==> config.mk <==
export PLATFORM = sky130hd
export DESIGN_NAME = uart_rx_param
export DESIGN_NICKNAME = d
export VERILOG_FILES = /design/src/rtl/uart_rx_param.sv
export SDC_FILE = /design/constraint.sdc
export NUM_CORES = 1
export LEC_CHECK = 0
export ABC_AREA = 1
export CAP_MARGIN = 30
export CORE_MARGIN = 5
export CORE_UTILIZATION = 40
export DETAILED_ROUTE_END_ITERATION = 8
export GPL_ROUTABILITY_DRIVEN = 0
export PLACE_DENSITY = 0.69
export SLEW_MARGIN = 0
export SYNTH_ARGS = -nofsm -noshare
export SYNTH_HDL_FRONTEND = slang
export SYNTH_SLANG_ARGS = --single-unit
==> constraint.sdc <==
create_clock -name clk -period 1.9 [get_ports clk]
set_input_delay 0.38 -clock clk [delete_from_list [all_inputs] [get_ports clk]]
set_output_delay 0.38 -clock clk [all_outputs]
set_load 0.05 [all_outputs]
==> src/rtl/uart_rx_param.sv <==
// uart_rx_param: oversampled UART receiver, majority vote at mid-bit.
// Ports: clk, reset (async, active-low), rx (serial in, idle high);
//   data_out (last word), data_valid (1-clk pulse per frame),
//   parity_err, frame_err (status of last frame), busy (frame in flight).
module uart_rx_param #(
    parameter int CLK_HZ     = 50_000_000,
    parameter int BAUD       = 9600,
    parameter int OVERSAMPLE = 16,
    parameter int DATA_BITS  = 8,
    parameter int PARITY     = 0,
    parameter int STOP_BITS  = 1
) (
    input  logic                 clk,
    input  logic                 reset,
    input  logic                 rx,
    output logic [DATA_BITS-1:0] data_out,
    output logic                 data_valid,
    output logic                 parity_err,
    output logic                 frame_err,
    output logic                 busy
);

    localparam int DIV_RAW = (CLK_HZ + BAUD * OVERSAMPLE / 2) / (BAUD * OVERSAMPLE);
    localparam int DIV     = (DIV_RAW < 1) ? 1 : DIV_RAW;
    localparam int CW      = (DIV > 1) ? $clog2(DIV) : 1;
    localparam int SW      = $clog2(OVERSAMPLE);
    localparam int BW      = (DATA_BITS > 1) ? $clog2(DATA_BITS) : 1;
    localparam int M       = OVERSAMPLE / 2;

    localparam logic [CW-1:0] DIV_M1  = CW'(DIV - 1);
    localparam logic [SW-1:0] S_LO    = SW'(M - 1);
    localparam logic [SW-1:0] S_MID   = SW'(M);
    localparam logic [SW-1:0] S_HI    = SW'(M + 1);
    localparam logic [SW-1:0] S_END   = SW'(OVERSAMPLE - 1);
    localparam logic [BW-1:0] B_LAST  = BW'(DATA_BITS - 1);
    localparam logic          P_LAST  = 1'(STOP_BITS - 1);

    typedef enum logic [2:0] {
        S_IDLE,
        S_START,
        S_DATA,
        S_PAR,
        S_STOP
    } state_t;

    state_t                 r_state;
    logic                   r_rx_m;
    logic                   r_rx_s;
    logic [CW-1:0]          r_div;
    logic [SW-1:0]          r_s_cnt;
    logic [BW-1:0]          r_bit_cnt;
    logic                   r_stop_cnt;
    logic                   r_v0;
    logic                   r_v1;
    logic [DATA_BITS-1:0]   r_shift;
    logic                   r_perr;
    logic                   r_ferr;

    logic w_tick;
    logic w_dec;
    logic w_end;
    logic w_maj;
    logic w_p;
    logic w_perr;

    assign w_tick = (r_div == DIV_M1);
    assign w_dec  = (r_s_cnt == S_HI);
    assign w_end  = (r_s_cnt == S_END);
    // Third sample is the live synchronised line at the decision tick.
    assign w_maj  = (r_v0 & r_v1) | (r_v0 & r_rx_s) | (r_v1 & r_rx_s);
    assign w_p    = (^r_shift) ^ w_maj;
    assign w_perr = (PARITY == 2) ? w_p : ~w_p;

    // Synchroniser idles high so reset release never looks like a start bit.
    always_ff @(posedge clk or negedge reset) begin
        if (!reset) begin
            r_rx_m <= 1'b1;
            r_rx_s <= 1'b1;
        end else begin
            r_rx_m <= rx;
            r_rx_s <= r_rx_m;
        end
    end

    always_ff @(posedge clk or negedge reset) begin
        if (!reset) begin
            r_div <= '0;
        end else if (w_tick) begin
            r_div <= '0;
        end else begin
            r_div <= r_div + CW'(1);
        end
    end

    always_ff @(posedge clk or negedge reset) begin
        if (!reset) begin
            r_state    <= S_IDLE;
            r_s_cnt    <= '0;
            r_bit_cnt  <= '0;
            r_stop_cnt <= 1'b0;
            r_v0       <= 1'b1;
            r_v1       <= 1'b1;
            r_shift    <= '0;
            r_perr     <= 1'b0;
            r_ferr     <= 1'b0;
            data_out   <= '0;
            data_valid <= 1'b0;
            parity_err <= 1'b0;
            frame_err  <= 1'b0;
            busy       <= 1'b0;
        end else begin
            data_valid <= 1'b0;
            if (r_state == S_IDLE) begin
                if (!r_rx_s) begin
                    r_state    <= S_START;
                    r_s_cnt    <= '0;
                    r_bit_cnt  <= '0;
                    r_stop_cnt <= 1'b0;
                    r_perr     <= 1'b0;
                    r_ferr     <= 1'b0;
                    busy       <= 1'b1;
                end
            end else if (w_tick) begin
                if (r_s_cnt == S_LO) r_v0 <= r_rx_s;
                if (r_s_cnt == S_MID) r_v1 <= r_rx_s;
                r_s_cnt <= w_end ? '0 : r_s_cnt + SW'(1);
                case (r_state)
                    S_START: begin
                        if (w_dec && w_maj) begin
                            r_state <= S_IDLE;
                            busy    <= 1'b0;
                        end else if (w_end) begin
                            r_state <= S_DATA;
                        end
                    end
                    S_DATA: begin
                        if (w_dec) r_shift[r_bit_cnt] <= w_maj;
                        if (w_end) begin
                            if (r_bit_cnt == B_LAST) begin
                                r_bit_cnt <= '0;
                                r_state   <= (PARITY != 0) ? S_PAR : S_STOP;
                            end else begin
                                r_bit_cnt <= r_bit_cnt + BW'(1);
                            end
                        end
                    end
                    S_PAR: begin
                        if (w_dec) r_perr <= w_perr;
                        if (w_end) r_state <= S_STOP;
                    end
                    S_STOP: begin
                        // Finish at mid final stop bit to allow back-to-back frames.
                        if (w_dec) begin
                            if (r_stop_cnt == P_LAST) begin
                                data_out   <= r_shift;
                                parity_err <= (PARITY != 0) && r_perr;
                                frame_err  <= r_ferr | ~w_maj;
                                data_valid <= 1'b1;
                                busy       <= 1'b0;
                                r_state    <= S_IDLE;
                            end else if (!w_maj) begin
                                r_ferr <= 1'b1;
                            end
                        end else if (w_end) begin
                            r_stop_cnt <= 1'b1;
                        end
                    end
                    default: r_state <= S_IDLE;
                endcase
            end
        end
    end

endmodule

======== Word-level counts from Yosys, hierarchy flattened ========
Index checks and enable logic that the tools add are counted.
storage, ports and cells
  bits of input ports ..................... 3
  word-level logic and storage cells ...... 118
  latch bits .............................. 0
  ROM bits ................................ 0
  memories kept ........................... 0
  bits in registers ....................... 44
  RAM bits ................................ 0
cells by class
  shift-type cells ........................ 0
  equality and inequality tests ........... 20
  $lt $le $gt $ge ......................... 2
  reductions and logical operators ........ 20
  multiplexer cells ....................... 49
  divide/modulo/power cells ............... 0
  multipliers ............................. 0
  bitwise logic cells ..................... 9
  add/subtract/negate cells ............... 3
operators with widths
  cell                                                  number
  two-way mux 3 bit                                     16
  two-way mux 1 bit                                     24
  != test 3 bit (second input constant)                 6
  two-way mux 4 bit                                     4
  equality test 4 bit (second input constant)           3
  case mux 3 bit (4 select lines)                       1
  AND reduction 6 bit                                   2
  nonzero test 2 bit                                    6
  AND reduction 5 bit                                   2
  adder 9 x 1 -> 9 bit (second input constant)          1
  equality test 9 bit (second input constant)           1
  two-way mux 9 bit                                     1
  bitwise mux 8 bit                                     1
  AND reduction 4 bit                                   2
  AND reduction 8 bit                                   1
  equality test 3 x 2 -> 1 bit (second input constant)  2
  equality test 3 bit (second input constant)           2
  AND reduction 3 bit                                   2
  adder 4 x 1 -> 4 bit (second input constant)          1
  equality test 4 x 3 -> 1 bit (second input constant)  1
  < comparator 3 x 4 -> 1 bit (second input constant)   1
  != test 2 x 1 -> 1 bit (second input constant)        2
  != test 4 bit (second input constant)                 1
  adder 3 x 1 -> 3 bit (second input constant)          1
  other kinds (12)                                      19

======== Logic depth before layout (Yosys ltp) ========
  depth in word-level cells ............... 9
  depth in mapped cells ................... 11
  mapped depth without buffers ............ 11

======== Worst setup path before layout ========
OpenSTA, ideal clock, no wires.
  path kind ............................... reg2reg
  start ................................... reg r_div[1]
  end ..................................... reg frame_err
  arrival ................................. 1297 ps
  period minus slack after synthesis ...... 1415 ps
  required time ........................... 1783 ps
  cell stages (with the launch flop) ...... 11
  library setup time ...................... 117 ps
  buffers on the path ..................... 1
  path slack .............................. 485 ps
  cell sequence ........................... dfrtp_1 -> inv_1 -> ha_1 -> nand2_1 -> nor2_2 -> nand2_2 -> inv_4 -> nand4_2 -> buf_6 -> o21ai_1 -> inv_1
between the ends
  word-level cells in the longest chain between the ends .. 2
ends and longest elaborated chain
  item                           line  RTL
  start: declaration             49    logic [CW-1:0] r_div;
  start signal: assignment       91    r_div <= r_div + CW'(1);
  equality test 9 bit            66    assign w_tick = (r_div == DIV_M1);
  AND reduction 5 bit (no line)  n/a
  end signal: assignment         157   frame_err <= r_ferr | ~w_maj;
  end: declaration               19    output logic frame_err,
No other way between the ends.
A chain may end at the register's enable or synchronous reset.

======== Worst setup path in the final report ========
  start ................................... reg data_out[2]
  end ..................................... out data_out[2]
RTL lines
  item                      line  RTL
  start: declaration        16    output logic [DATA_BITS-1:0] data_out,
  start signal: assignment  155   data_out <= r_shift;
No word-level cell between the ends.

==> impl_metrics.tcl <==
set metrics [dict create \
    path_cells "clkdlybuf4s50_1" \
    first_pass_iters 4 \
    die_w_um 84.2 \
    grt.total_usage_pct 11.7 \
    synth_edf_count 0 \
    rows 27 \
    wl_per_cell_um 10.6 \
    p_int_w 0.00134 \
    cts.root.buffer_cell "clkbuf_8" \
    cts.sinks 44 \
    crit_required_ns 1.52 \
    seq_area_frac_synth_pct 50.2 \
    stdcell_area_um2 2530 \
    critical_path.max_stage_delay_ns 0.81 \
    die_area_um2 7090 \
    p_per_area_nw_per_um2 673 \
    clockBufferDepth 2 \
    dp_cells 350 \
    port_buffers 13 \
    fin_setup_tns_ns 0 \
    viasPerCell 4.57 \
    grt_max_degree 24 \
    clock_skew_ns 0.00465 \
    r2r_end "data_out[3]" \
    post_cts.repair.setup_buffers 0 \
    reg2regPathDepth 10 \
    irDropWorstVdd_uv 318 \
    slew_violations 0 \
    worst_slew_pin_slew_ns 0.510 \
    cts_max_level 2 \
    yosysUniqueCellTypes 32 \
    r2r_setup_slack_ns 0.22 \
    cts_hold_buf 0 \
    crit_slowest_cell "clkdlybuf4s50_1" \
    drtAntennaViolNets 0 \
    post_dp_cell_area_um2 2410 \
    cts_buffers 5 \
    r2r-start "r_div[1]" \
    routed_wl_mm 3.78 \
    drv_cap 0 \
    fin_crit_ns 1.85 \
    num_io_pins 15 \
    arrival_ns 1.47 \
    grt_pass1_wl_mm 6.80 \
    hpwlAfterDp_mm 2.87 \
    overflow 0 \
    swShare_pct 21.3 \
    n_antenna_cell 0 \
    syn_nets 276 \
    finish.utilization_pct 46.6 \
    core_area_um2 5440 \
    postSynth.asyncResetShare_pct 100 \
    pwr-share-clk_pct 43.0 \
    avgSynthCellArea_um2 8.28 \
    end_kind "output port" \
    path_class "reg2out" \
    grt_setup_unrepaired "false" \
    vias 1637 \
    status "finished clean" \
    hold_violations 0 \
    synth_warnings 0 \
    critPathBufInv 1 \
    power_frac_seq_pct 55.2 \
    die_h_um 84.2 \
    instances_no_fill 358 \
    max-slew-margin-rel_pct 66.0 \
    cp_top_family "buffers and inverters" \
    initialDrtViolationCount 77 \
    synth-seq-cells 44 \
    drc 0 \
    nNetsFinal 295 \
    initial_core_util_pct 40.5 \
    clk_latency_ns 0.30 \
    clk_pin_slew_ns 0.09 \
    synth-main-ff-cell "dfrtp_1" \
    syn_to_final_growth_pct 15.0 \
    synthCells 266 \
    cts.repair.resized 0 \
    p_switching_w 0.000362 \
    cts_tree "yes" \
    leakage_nw 1.28 \
    hold_path.class "in2async" \
    setup_violations 0 \
    post_route_cells_drive_above_1_share_pct 14.3 \
    comb_power_share_pct 1.7 \
    path_max_fanout 2 \
    grt_pass1_vias 1516 \
    antenna_found_initial 0 \
    syn-cell-area_um2 2200 \
    fmax_mhz 540 \
    period_share_pct 97.4 \
    cp-start-kind "register" \
]
[how the worst max path moves through the flow]
stage	slack, ns	to	start	cells after the start
floorplan	0.49	frame_err	r_div[1]	10
global placement	0.27	data_out[7]	r_div[0]	9
detailed placement	0.22	data_out[2]	r_div[1]	10
CTS	0.03	data_out[2]	data_out[2]	1
global route	0.01	data_out[0]	data_out[0]	1
finish	0.05	data_out[2]	data_out[2]	1
[routing by layer]
layer  vias up  global-route usage (%)  routed length [µm]  share of wire, %
li1        874                       -                   -                 -
met3         6                    3.04                 145               3.8
met2        25                    17.4                1610                43
met1       732                    16.7                1970                52
met4         0                    3.51                  53               1.4
met5         -                       0                   0                 0
[area by class of cell]
class                   instances  area [µm²]
fillers                       528        2910
flip-flops and latches         44        1110
multi-input cells             181         921
repair buffers                 15         155
inverters                      38         145
well taps                      72        90.1
clock buffers                   5        68.8
clock inverters                 3        46.3
[Yosys cell counts, types with 2 or more instances]
master | count | area [µm²]
xor2_1 | 3 | 26.3
nor3_1 | 6 | 30.0
inv_2 | 6 | 22.5
o21bai_1 | 3 | 22.5
or2_2 | 2 | 12.5
nor2_2 | 4 | 25.0
nand3_1 | 11 | 55.1
nand3_2 | 2 | 20.0
a21oi_1 | 6 | 30.0
nor2_1 | 19 | 71.3
o21ai_0 | 6 | 30.0
inv_1 | 30 | 113
nand2_1 | 80 | 300
dfstp_2 | 4 | 105
buf_6 | 2 | 22.5
o21ai_1 | 16 | 80.1
ha_1 | 7 | 87.6
nand2_2 | 5 | 31.3
nand4_1 | 2 | 12.5
dfrtp_1 | 40 | 1000
[registers in the layout (all words and copies together), names as in the netlist, 3 cells and up]
name,cells
r_bit_cnt,3
data_out,8
r_state,3
r_shift,8
r_s_cnt,4
r_div,9
[power by group through the flow]
stage | clock network, W | registers [W] | logic (W)
floorplan | 0 | 0.000960 | 0.00000646
global placement | 0 | 0.000960 | 0.0000315
detailed placement | 0 | 0.000960 | 0.0000318
CTS | 0.000752 | 0.000942 | 0.0000317
global route | 0.000794 | 0.000942 | 0.0000354
finish | 0.000734 | 0.000941 | 0.0000295
[stage by stage]
| stage | total power [W] | worst slack (ns) | hold WS, ns |
|---|---|---|---|
| after detailed placement | 0.000992 | 0.224 | 0.349 |
| after global routing | 0.00177 | 0.00989 | 0.0817 |
| after floorplan | 0.000966 | 0.485 | 0.0844 |
| after global placement | 0.000991 | 0.272 | 0.346 |
| after CTS | 0.00173 | 0.0337 | 0.0556 |
| final | 0.00170 | 0.0485 | 0.0392 |
[layout by cell type, fill, tap and decap left out, types with 2 or more instances in the layout]
master           Yosys  final
dfrtp_1             40     40
a21oi_1              6      6
o21ai_1             16     16
nor2_2               4      4
o21ai_0              6      6
buf_4                1      3
inv_1               30     30
ha_1                 7      7
nand4_1              2      2
o21bai_1             3      3
or2_2                2      2
nor2_1              19     19
nor3_1               6      6
dlymetal6s2s_1       0      3
nand3_1             11     11
nand2_1             80     80
clkbuf_8             0      5
nand2_2              5      5
dfstp_2              4      4
clkdlybuf4s50_1      0      7
xor2_1               3      3
inv_2                6      6
nand3_2              2      2
[logic make-up (layout without fill, tap and decap cells)]
logic type	Yosys count	count (layout)	synth area share [%]
adder cells (fa/ha/maj)	7	7	3.98
AND/OR/NAND/NOR	135	135	27.8
AO/OA/AOI/OAI	34	34	8.30
other	1	1	0.170
flip-flops	44	44	50.2
buffers and inverters	41	61	7.95
XOR/XNOR	4	4	1.59
Note: power is estimated with default switching activity, not from simulation.
